File: src/rtl/rr_burst_arbiter.sv
// rr_burst_arbiter
//   Shares one downstream valid/ready channel between NUM_REQ requesters.
//   Arbitration is round-robin between bursts; once a burst starts (a beat
//   accepted with last=0) the grant stays with that requester until its last
//   beat is accepted. The output is registered through one pipeline stage.
//
// Ports
//   clk_i        clock
//   arst_ni      asynchronous reset, active-low
//   req_valid_i  per-requester beat valid
//   req_data_i   packed payloads, requester i at [i*DATA_WIDTH +: DATA_WIDTH]
//   req_last_i   per-requester last-beat-of-burst flag
//   req_ready_o  per-requester beat accepted (one-hot or zero, combinational)
//   out_valid_o  registered output beat valid
//   out_data_o   registered output payload
//   out_last_o   registered last flag
//   out_id_o     index of the requester that sourced the output beat
//   out_ready_i  downstream accepts the output beat
//   busy_o       high while a burst holds the grant
module rr_burst_arbiter #(
    parameter int unsigned NUM_REQ    = 4,
    parameter int unsigned DATA_WIDTH = 64
) (
    input  logic                          clk_i,
    input  logic                          arst_ni,
    input  logic [NUM_REQ-1:0]            req_valid_i,
    input  logic [NUM_REQ*DATA_WIDTH-1:0] req_data_i,
    input  logic [NUM_REQ-1:0]            req_last_i,
    output logic [NUM_REQ-1:0]            req_ready_o,
    output logic                          out_valid_o,
    output logic [DATA_WIDTH-1:0]         out_data_o,
    output logic                          out_last_o,
    output logic [$clog2(NUM_REQ)-1:0]    out_id_o,
    input  logic                          out_ready_i,
    output logic                          busy_o
);

    localparam int unsigned IDW = $clog2(NUM_REQ);

    typedef enum logic {
        IDLE,
        LOCKED
    } state_e;

    state_e          state_q, state_d;
    logic [IDW-1:0]  rr_ptr_q, rr_ptr_d;
    logic [IDW-1:0]  owner_q, owner_d;

    logic            stage_free;
    logic [IDW-1:0]  sel;
    logic            sel_valid;
    logic            accept;
    logic [IDW:0]    cand;
    logic [DATA_WIDTH-1:0] sel_data;
    logic            sel_last;

    function automatic logic [IDW-1:0] wrap_inc(input logic [IDW-1:0] idx);
        if (idx == IDW'(NUM_REQ - 1)) begin
            return '0;
        end
        return idx + IDW'(1);
    endfunction

    assign stage_free = ~out_valid_o | out_ready_i;

    // Requester selection. In LOCKED only the owner is looked at, so the
    // owner's ready never depends on any other requester's valid.
    always_comb begin
        sel       = '0;
        sel_valid = 1'b0;
        cand      = '0;
        if (state_q == LOCKED) begin
            sel       = owner_q;
            sel_valid = req_valid_i[owner_q];
        end else begin
            for (int unsigned k = 0; k < NUM_REQ; k++) begin
                // Modulo by conditional subtract keeps non-power-of-2
                // NUM_REQ from ever producing an index >= NUM_REQ.
                cand = {1'b0, rr_ptr_q} + (IDW+1)'(k);
                if (cand >= (IDW+1)'(NUM_REQ)) begin
                    cand = cand - (IDW+1)'(NUM_REQ);
                end
                if (!sel_valid && req_valid_i[cand[IDW-1:0]]) begin
                    sel       = cand[IDW-1:0];
                    sel_valid = 1'b1;
                end
            end
        end
    end

    always_comb begin
        sel_data = '0;
        for (int unsigned i = 0; i < NUM_REQ; i++) begin
            if (IDW'(i) == sel) begin
                sel_data = req_data_i[i*DATA_WIDTH +: DATA_WIDTH];
            end
        end
    end

    assign sel_last = req_last_i[sel];
    assign accept   = sel_valid & stage_free;

    // State register
    always_ff @(posedge clk_i or negedge arst_ni) begin
        if (!arst_ni) begin
            state_q  <= IDLE;
            rr_ptr_q <= '0;
            owner_q  <= '0;
        end else begin
            state_q  <= state_d;
            rr_ptr_q <= rr_ptr_d;
            owner_q  <= owner_d;
        end
    end

    // Next-state logic; rr_ptr only moves when a last beat is accepted.
    always_comb begin
        state_d  = state_q;
        rr_ptr_d = rr_ptr_q;
        owner_d  = owner_q;
        if (accept) begin
            unique case (state_q)
                IDLE: begin
                    if (sel_last) begin
                        rr_ptr_d = wrap_inc(sel);
                    end else begin
                        state_d = LOCKED;
                        owner_d = sel;
                    end
                end
                LOCKED: begin
                    if (sel_last) begin
                        state_d  = IDLE;
                        rr_ptr_d = wrap_inc(owner_q);
                    end
                end
                default: state_d = IDLE;
            endcase
        end
    end

    // Outputs; ready is forced low while reset is asserted because the
    // cleared output stage would otherwise look free.
    always_comb begin
        req_ready_o = '0;
        if (arst_ni && accept) begin
            req_ready_o[sel] = 1'b1;
        end
        busy_o = (state_q == LOCKED);
    end

    // Output pipeline stage
    always_ff @(posedge clk_i or negedge arst_ni) begin
        if (!arst_ni) begin
            out_valid_o <= 1'b0;
            out_data_o  <= '0;
            out_last_o  <= 1'b0;
            out_id_o    <= '0;
        end else if (accept) begin
            out_valid_o <= 1'b1;
            out_data_o  <= sel_data;
            out_last_o  <= sel_last;
            out_id_o    <= sel;
        end else if (out_ready_i) begin
            out_valid_o <= 1'b0;
        end
    end

endmodule

File: config.mk
export PLATFORM = sky130hd
export DESIGN_NAME = rr_burst_arbiter
export DESIGN_NICKNAME = d
export VERILOG_FILES = /design/src/rtl/rr_burst_arbiter.sv
export SDC_FILE = /design/constraint.sdc
export NUM_CORES = 1
export LEC_CHECK = 0
export BUFFER_PORTS_ARGS = -buffer_cell sky130_fd_sc_hd__buf_2
export CAP_MARGIN = 20
export CORE_MARGIN = 10
export CORE_UTILIZATION = 38
export CTS_CLUSTER_SIZE = 12
export DETAILED_ROUTE_END_ITERATION = 10
export PLACE_DENSITY = 0.79
export SYNTH_ARGS = -nofsm -noshare
export SYNTH_HDL_FRONTEND = slang
export SYNTH_SLANG_ARGS = --single-unit
export TNS_END_PERCENT = 100
File: constraint.sdc
create_clock -name clk_i -period 2.6 [get_ports clk_i]
set_input_delay 0.39 -clock clk_i [delete_from_list [all_inputs] [get_ports clk_i]]
set_output_delay 0.39 -clock clk_i [all_outputs]
set_load 0.05 [all_outputs]
==> results.cfg, run 1 <==
[run_status]
status = finished with violations
failed_checks = setup timing

[sta]
setup_viol_count_final = 12
min_period_ns = 2.72
finalHoldViolations = 0
finalMaxSlewViolations = 0
worstMarginPinSlew_ns = 0.562
worst_slack_ns = -0.117
skew_ns = 0.00656
fin_crit_sh = 1.05
slew_headroom = 0.626
fmax_mhz = 368
grt_setup_unrepaired = yes

[grt]
grt_pass1_wl_mm = 32.0
grt_max_degree = 83
grt.overflow.total = 0
antenna_found_initial = 3
first_global_vias = 5857
grt_use_total = 0.226

[worst_setup_path]
cp.required_ns = 2.85
crit_slowest_cell = dfrtp_1
r2r_cells = 12
critPathTopFamily = compound AO/OA/AOI/OAI gates
crit_cells = 12
slowest_delay_ns = 0.44
path_cells = and3b_1 > a31oi_1 > a31o_4 > inv_1 > ha_4 > buf_4 > nor2b_2 > buf_4 > a221oi_1 > nor3_1 > a21oi_1 > a21oi_1
path_class = reg2reg
cp_max_fo = 5
start_kind = register
cp-end-kind = register
path_buf_inv = 3
cp.arrival_ns = 2.97

[logic_synthesis]
synth_area_leader_cell = dfrtp_1
synth_top_area_frac = 0.386
synth_most_common_cell = a21oi_1
synth.distinct_cells = 38
synth_area_leaders = dfrtp_1 39%, a21oi_1 14%, a221oi_1 12%
ys.warnings.count = 0
ys_dominant_reg_cell = dfrtp_1
async_flop_share = 1.00
synth_edf_count = 0
syn_nets = 851
synthCells = 579
synth_common_cells = 132 x a21oi_1, 73 x dfrtp_1, 73 x nor2_1, 67 x nor2b_1
synth_area_mm2 = 0.00473
ys_ff_latch = 73
yosysSeqAreaShare = 0.386
syn_area_per_cell_um2 = 8.17

[floorplan]
start_util = 0.390
die_area_mm2 = 0.0173
die_w_um = 132
fp.dieH_um = 132
rows = 40
num_io_pins = 340
core_area_mm2 = 0.0121

[route]
first_pass_iters = 5
drt_iter0_markers = 495
avgViaCountPerCell = 5.50
drt.antenna.violating_nets = 0
wl_per_cell_um = 20.6
post-route-drc-count = 0
vias = 6047
drt_wl_total_mm = 22.7

[pwr]
power_density_mw_per_mm2 = 1720
finalPower_uw = 13700
peakVddDrop_mv = 0.847
leakage_uw = 0.00366

[clocking]
clock_latency_ns = 0.33
clock-sinks = 73
cts_tree = yes
cts.clk_slew.worst_paths_ns = 0.06
clk_root_buffer_cell = clkbuf_16
htree_levels = 3
clockBufferDepth = 2
cts_buffers = 9

[place]
dp_hpwl_mm = 16.4
gp_congestion = 0.940
place_inst = 1061
portBuffers = 339

[layout]
layout.nets = 1196
area_growth_pct = 67.9
drive_above_1_share = 0.524
finalNonFillerCells = 1100
final-seq-area_mm2 = 0.00183
n_fill_cell = 1031
multi_input_area_mm2 = 0.00322

[job]
cap_violations = 0

[min_path]
hold_class = in2reg
whs_path_depth = 3
[logic make-up (layout without fill, tap and decap cells)]
group           count (synthesis)  after routing  synth area share
flops                          73             73             0.386
simple gates                  222            223             0.235
mux                             8              8            0.0243
compound gates                208            208             0.287
fa+ha+maj                       5              5            0.0132
buf+inv                        63            412            0.0534
other cells                     0              3                 0
[sequential cells by signal, indices dropped and copies added, names as in the netlist]
signal and cells:
busy_o 1, out_data_o 64, out_id_o 2, out_last_o 1, out_valid_o 1, owner_q 2
rr_ptr_q 2
[metal layers]
| metal | share of wire | track usage | vias up | wire length [um] |
|---|---|---|---|---|
| li1 | - | - | 2835 | - |
| met1 | 0.38 | 0.258 | 2836 | 8590 |
| met2 | 0.51 | 0.396 | 317 | 11600 |
| met3 | 0.082 | 0.0663 | 59 | 1860 |
| met4 | 0.029 | 0.0717 | 0 | 658 |
| met5 | 0 | 0 | - | 0 |
[layout make-up]
type / count / area share
Inverter: 6 / 0.00347
Tap cell: 168 / 0.0265
Antenna cell: 3 / 0.000945
Clock inverter: 6 / 0.0104
Clock buffer: 10 / 0.0288
Sequential cell: 73 / 0.230
Timing Repair Buffer: 390 / 0.295
Multi-Input combinational cell: 444 / 0.405
[layout by cell type, fill, tap and decap left out, drive strengths merged, types with 2 or more instances in the layout]
cell      n
and3      4
nand2     6
a221oi   65
mux2i     5
buf     384
o21a      2
nor3     64
clkinv    3
a21oi   132
or3       2
nor2     74
diode     3
nand2b    2
clkbuf   15
ha        5
dfrtp    73
nor2b    68
bufinv    2
mux2      2
inv       6
[repair_timing]
item                                   CTS  global route
resized for setup                       12            93
cloned                                   0             5
endpoints found under the hold margin   13             0
buffers inserted                         6             8
hold buffers                             1             0
pin swaps                                3             9
setup endpoints to repair               41            62
[report_power, final]
| part | switching [uW] | total [uW] | leakage [uW] | internal [uW] |
|---|---|---|---|---|
| Clock | 483 | 1320 | 0.000152 | 835 |
| Sequential | 375 | 2140 | 0.000833 | 1760 |
| Combinational | 6320 | 10200 | 0.00268 | 3910 |
| Total | 7180 | 13700 | 0.00366 | 6510 |
[final timing paths]
check / end / slack [ns] / from
worst max-delay path: out_data_o[0]$_DFFE_PN0P_ / -0.12 / rr_ptr_q[0]$_DFFE_PN0P_
worst min-delay path: out_data_o[22]$_DFFE_PN0P_ / 0.36 / req_data_i[214]
worst max register to register: out_data_o[0]$_DFFE_PN0P_ / -0.12 / rr_ptr_q[0]$_DFFE_PN0P_
worst min register to register: out_id_o[0]$_DFFE_PN0P_ / 0.51 / out_id_o[0]$_DFFE_PN0P_
max in group asynchronous: busy_o$_DFFE_PN0P_ / 1.26 / arst_ni
min in group asynchronous: out_data_o[48]$_DFFE_PN0P_ / 0.49 / arst_ni
[metrics by stage]
step | hold WS [ns] | setup TNS [ns] | setup slack [ns] | util | instance area, um2
final | 0.358 | -0.489 | -0.117 | 0.656 | 7940
after global routing | 0.349 | -6.57 | -0.249 | 0.656 | 7940
after CTS | 0.345 | -0.0210 | -0.0159 | 0.595 | 7210
after detailed placement | 0.281 | -3.09 | -0.148 | 0.561 | 6800
after global placement | 0.276 | -0.325 | -0.0754 | 0.561 | 6800
after floorplan | 0.0944 | -0.0204 | -0.0204 | - | 4740
[worst reg2reg max path: cells and delay by family (launching register included)]
kind / cells / cell delay (ns)
buffers and inverters: 3 / 0.48
adders and majority gates: 1 / 0.21
DFF: 1 / 0.44
and+or+nand+nor: 3 / 0.71
AOI/OAI and AO/OA: 5 / 0.79
No activity file was read; power rests on OpenSTA's default activity.
==> inputs of run 2 (changes only) <==
Settings changed: CELL_PAD_IN_SITES_DETAIL_PLACEMENT set to 0, CELL_PAD_IN_SITES_GLOBAL_PLACEMENT set to 1, CORE_UTILIZATION 38 to 25, PLACE_DENSITY 0.79 to unset, PLACE_DENSITY_LB_ADDON set to 0.1.
==> results.cfg, run 2 (synthesized netlist as in run 1, its figures left out) <==
[sta]
min_period_ns = 2.61
finalHoldViolations = 0
worst_slack_ns = -0.0119
setup_viol_count_final = 1
grt_setup_unrepaired = yes
fmax_mhz = 383
hold_ws_ns = 0.337
finalSetupTns_ns = -0.0119
slew_headroom = 0.471
fin_crit_sh = 1.00
worstMarginPinSlew_ns = 0.794
skew_ns = 0.00997
finalMaxSlewViolations = 0

[clocking]
clockBufferDepth = 2
htree_levels = 3
clock_latency_ns = 0.34
cts_tree = yes
cts_buffers = 9
cts.clk_slew.worst_paths_ns = 0.06
clock-sinks = 73
clk_root_buffer_cell = clkbuf_16

[route]
post-route-drc-count = 0
drt_wl_total_mm = 25.5
drt_iter0_markers = 213
wl_per_cell_um = 21.9
drt.antenna.violating_nets = 0
avgViaCountPerCell = 5.06
first_pass_iters = 7
vias = 5893

[job]
cap_violations = 0

[floorplan]
die_w_um = 158
num_io_pins = 340
core_area_mm2 = 0.0186
die_area_mm2 = 0.0248
start_util = 0.254
fp.dieH_um = 158
rows = 50

[place]
dp_hpwl_mm = 17.6
place_inst = 1113
gp_congestion = 0.832
pre_cts_slack_ns = -0.138
portBuffers = 339

[grt]
grt_use_total = 0.175
grt.overflow.total = 0
grt_max_degree = 84
first_global_vias = 5891
antenna_found_initial = 4
grt_pass1_wl_mm = 33.7

[worst_setup_path]
cp.arrival_ns = 2.22
slowest_delay_ns = 0.41
cp_max_fo = 6
crit_top_cell = buf_6
start_kind = register
startpoint = rr_ptr_q[1]$_DFFE_PN0P_
cp-end-kind = primary output
reg2reg_from = rr_ptr_q[1]$_DFFE_PN0P_
path_cells = buf_6 > nand2b_4 > a21oi_2 > o41ai_4 > buf_6 > inv_4 > buf_6 > ha_4 > and3_4 > buf_6
cp.required_ns = 2.21
crit_slowest_cell = dfrtp_2
path_class = reg2out

[layout]
finalNonFillerCells = 1165
largest_register = out_data_o
layout_common_cells = 334 x buf_2, 130 x a21oi_1, 71 x nor2_1, 70 x dfrtp_1, 64 x nor2b_1
largest_reg_flops = 64
layout_commonest_cell = buf_2
drive_above_1_share = 0.546
layout.nets = 1194
n_fill_cell = 1878
area_growth_pct = 77.5
multi_input_area_mm2 = 0.00348
final-seq-area_mm2 = 0.00183

[pwr]
peakVddDrop_mv = 0.733
leakage_uw = 0.00376
power_density_mw_per_mm2 = 1720

[run_status]
failed_checks = setup timing
status = finished with violations

[min_path]
hold_class = in2reg
hp-start = req_data_i[237]
==> run 2: cell count changes in the layout (fill, tap and decap cells not counted), moves of 3 or more <==
cell      delta
nor3_1       -9
a221oi_4    +13
buf_12       -3
a221oi_1    -12
buf_6        +9
nor3_2       +9
buf_4       -13
a21oi_1      +5
a21oi_2      -5
buf_16       +4
==> run 2: through the flow <==
stage | power [uW] | utilization | cell area, um2
final | 14500 | 0.450 | 8400
after global routing | 15400 | 0.450 | 8390
after CTS | 12500 | 0.395 | 7360
after detailed placement | 10700 | 0.363 | 6780
after global placement | 10600 | 0.363 | 6780
after floorplan | 8240 | - | 4740
==> run 2: final cells by class <==
type,count,share of cell area
clock buffer,13,0.0298
inverter,6,0.00328
timing repair buffer,389,0.293
tap,234,0.0349
sequential,73,0.218
multi-input combinational,443,0.415
clock inverter,3,0.00477
antenna,4,0.00119
==> run 2: layer usage <==
metal	share of wire	track usage	up-vias
met5	0.00043	0	-
met2	0.51	0.307	223
met1	0.39	0.192	2796
li1	-	-	2831
met4	0.021	0.0583	2
met3	0.074	0.0603	41
==> run 2: path summary, 6_finish.rpt <==
| path | end | slack [ns] | cells after the start |
|---|---|---|---|
| max reg2reg | out_data_o[49]$_DFFE_PN0P_ | 0.01 | 14 |
| min | out_data_o[45]$_DFFE_PN0P_ | 0.34 | 3 |
| min reg2reg | out_id_o[0]$_DFFE_PN0P_ | 0.51 | 1 |
| max in group asynchronous | rr_ptr_q[1]$_DFFE_PN0P_ | 0.91 | 3 |
| min in group asynchronous | owner_q[1]$_DFFE_PN0P_ | 0.55 | 2 |
| max | req_ready_o[2] | -0.01 | 10 |
==> run 2: what timing repair did <==
action                     CTS  global route
setup endpoints to repair    4            68
hold buffers                 1             0
resized for setup           32           120
hold endpoints to repair    14             0
pin swaps                    4            30
cloned                       1            11
setup buffers               11             9
==> run 2: power breakdown <==
| group | total (uW) | internal (uW) | switching, uW | leakage [uW] |
|---|---|---|---|---|
| clock | 1250 | 768 | 482 | 0.000144 |
| combinational | 11100 | 4380 | 6720 | 0.00278 |
| sequential | 2100 | 1770 | 337 | 0.000831 |
==> run 2: critical path, delay by kind of cell, from the launching register on <==
kind,cells,cell delay [ns]
DFF,1,0.41
and+or+nand+nor,2,0.28
AOI/OAI and AO/OA,2,0.41
adders and majority gates,1,0.18
buffers and inverters,5,0.59
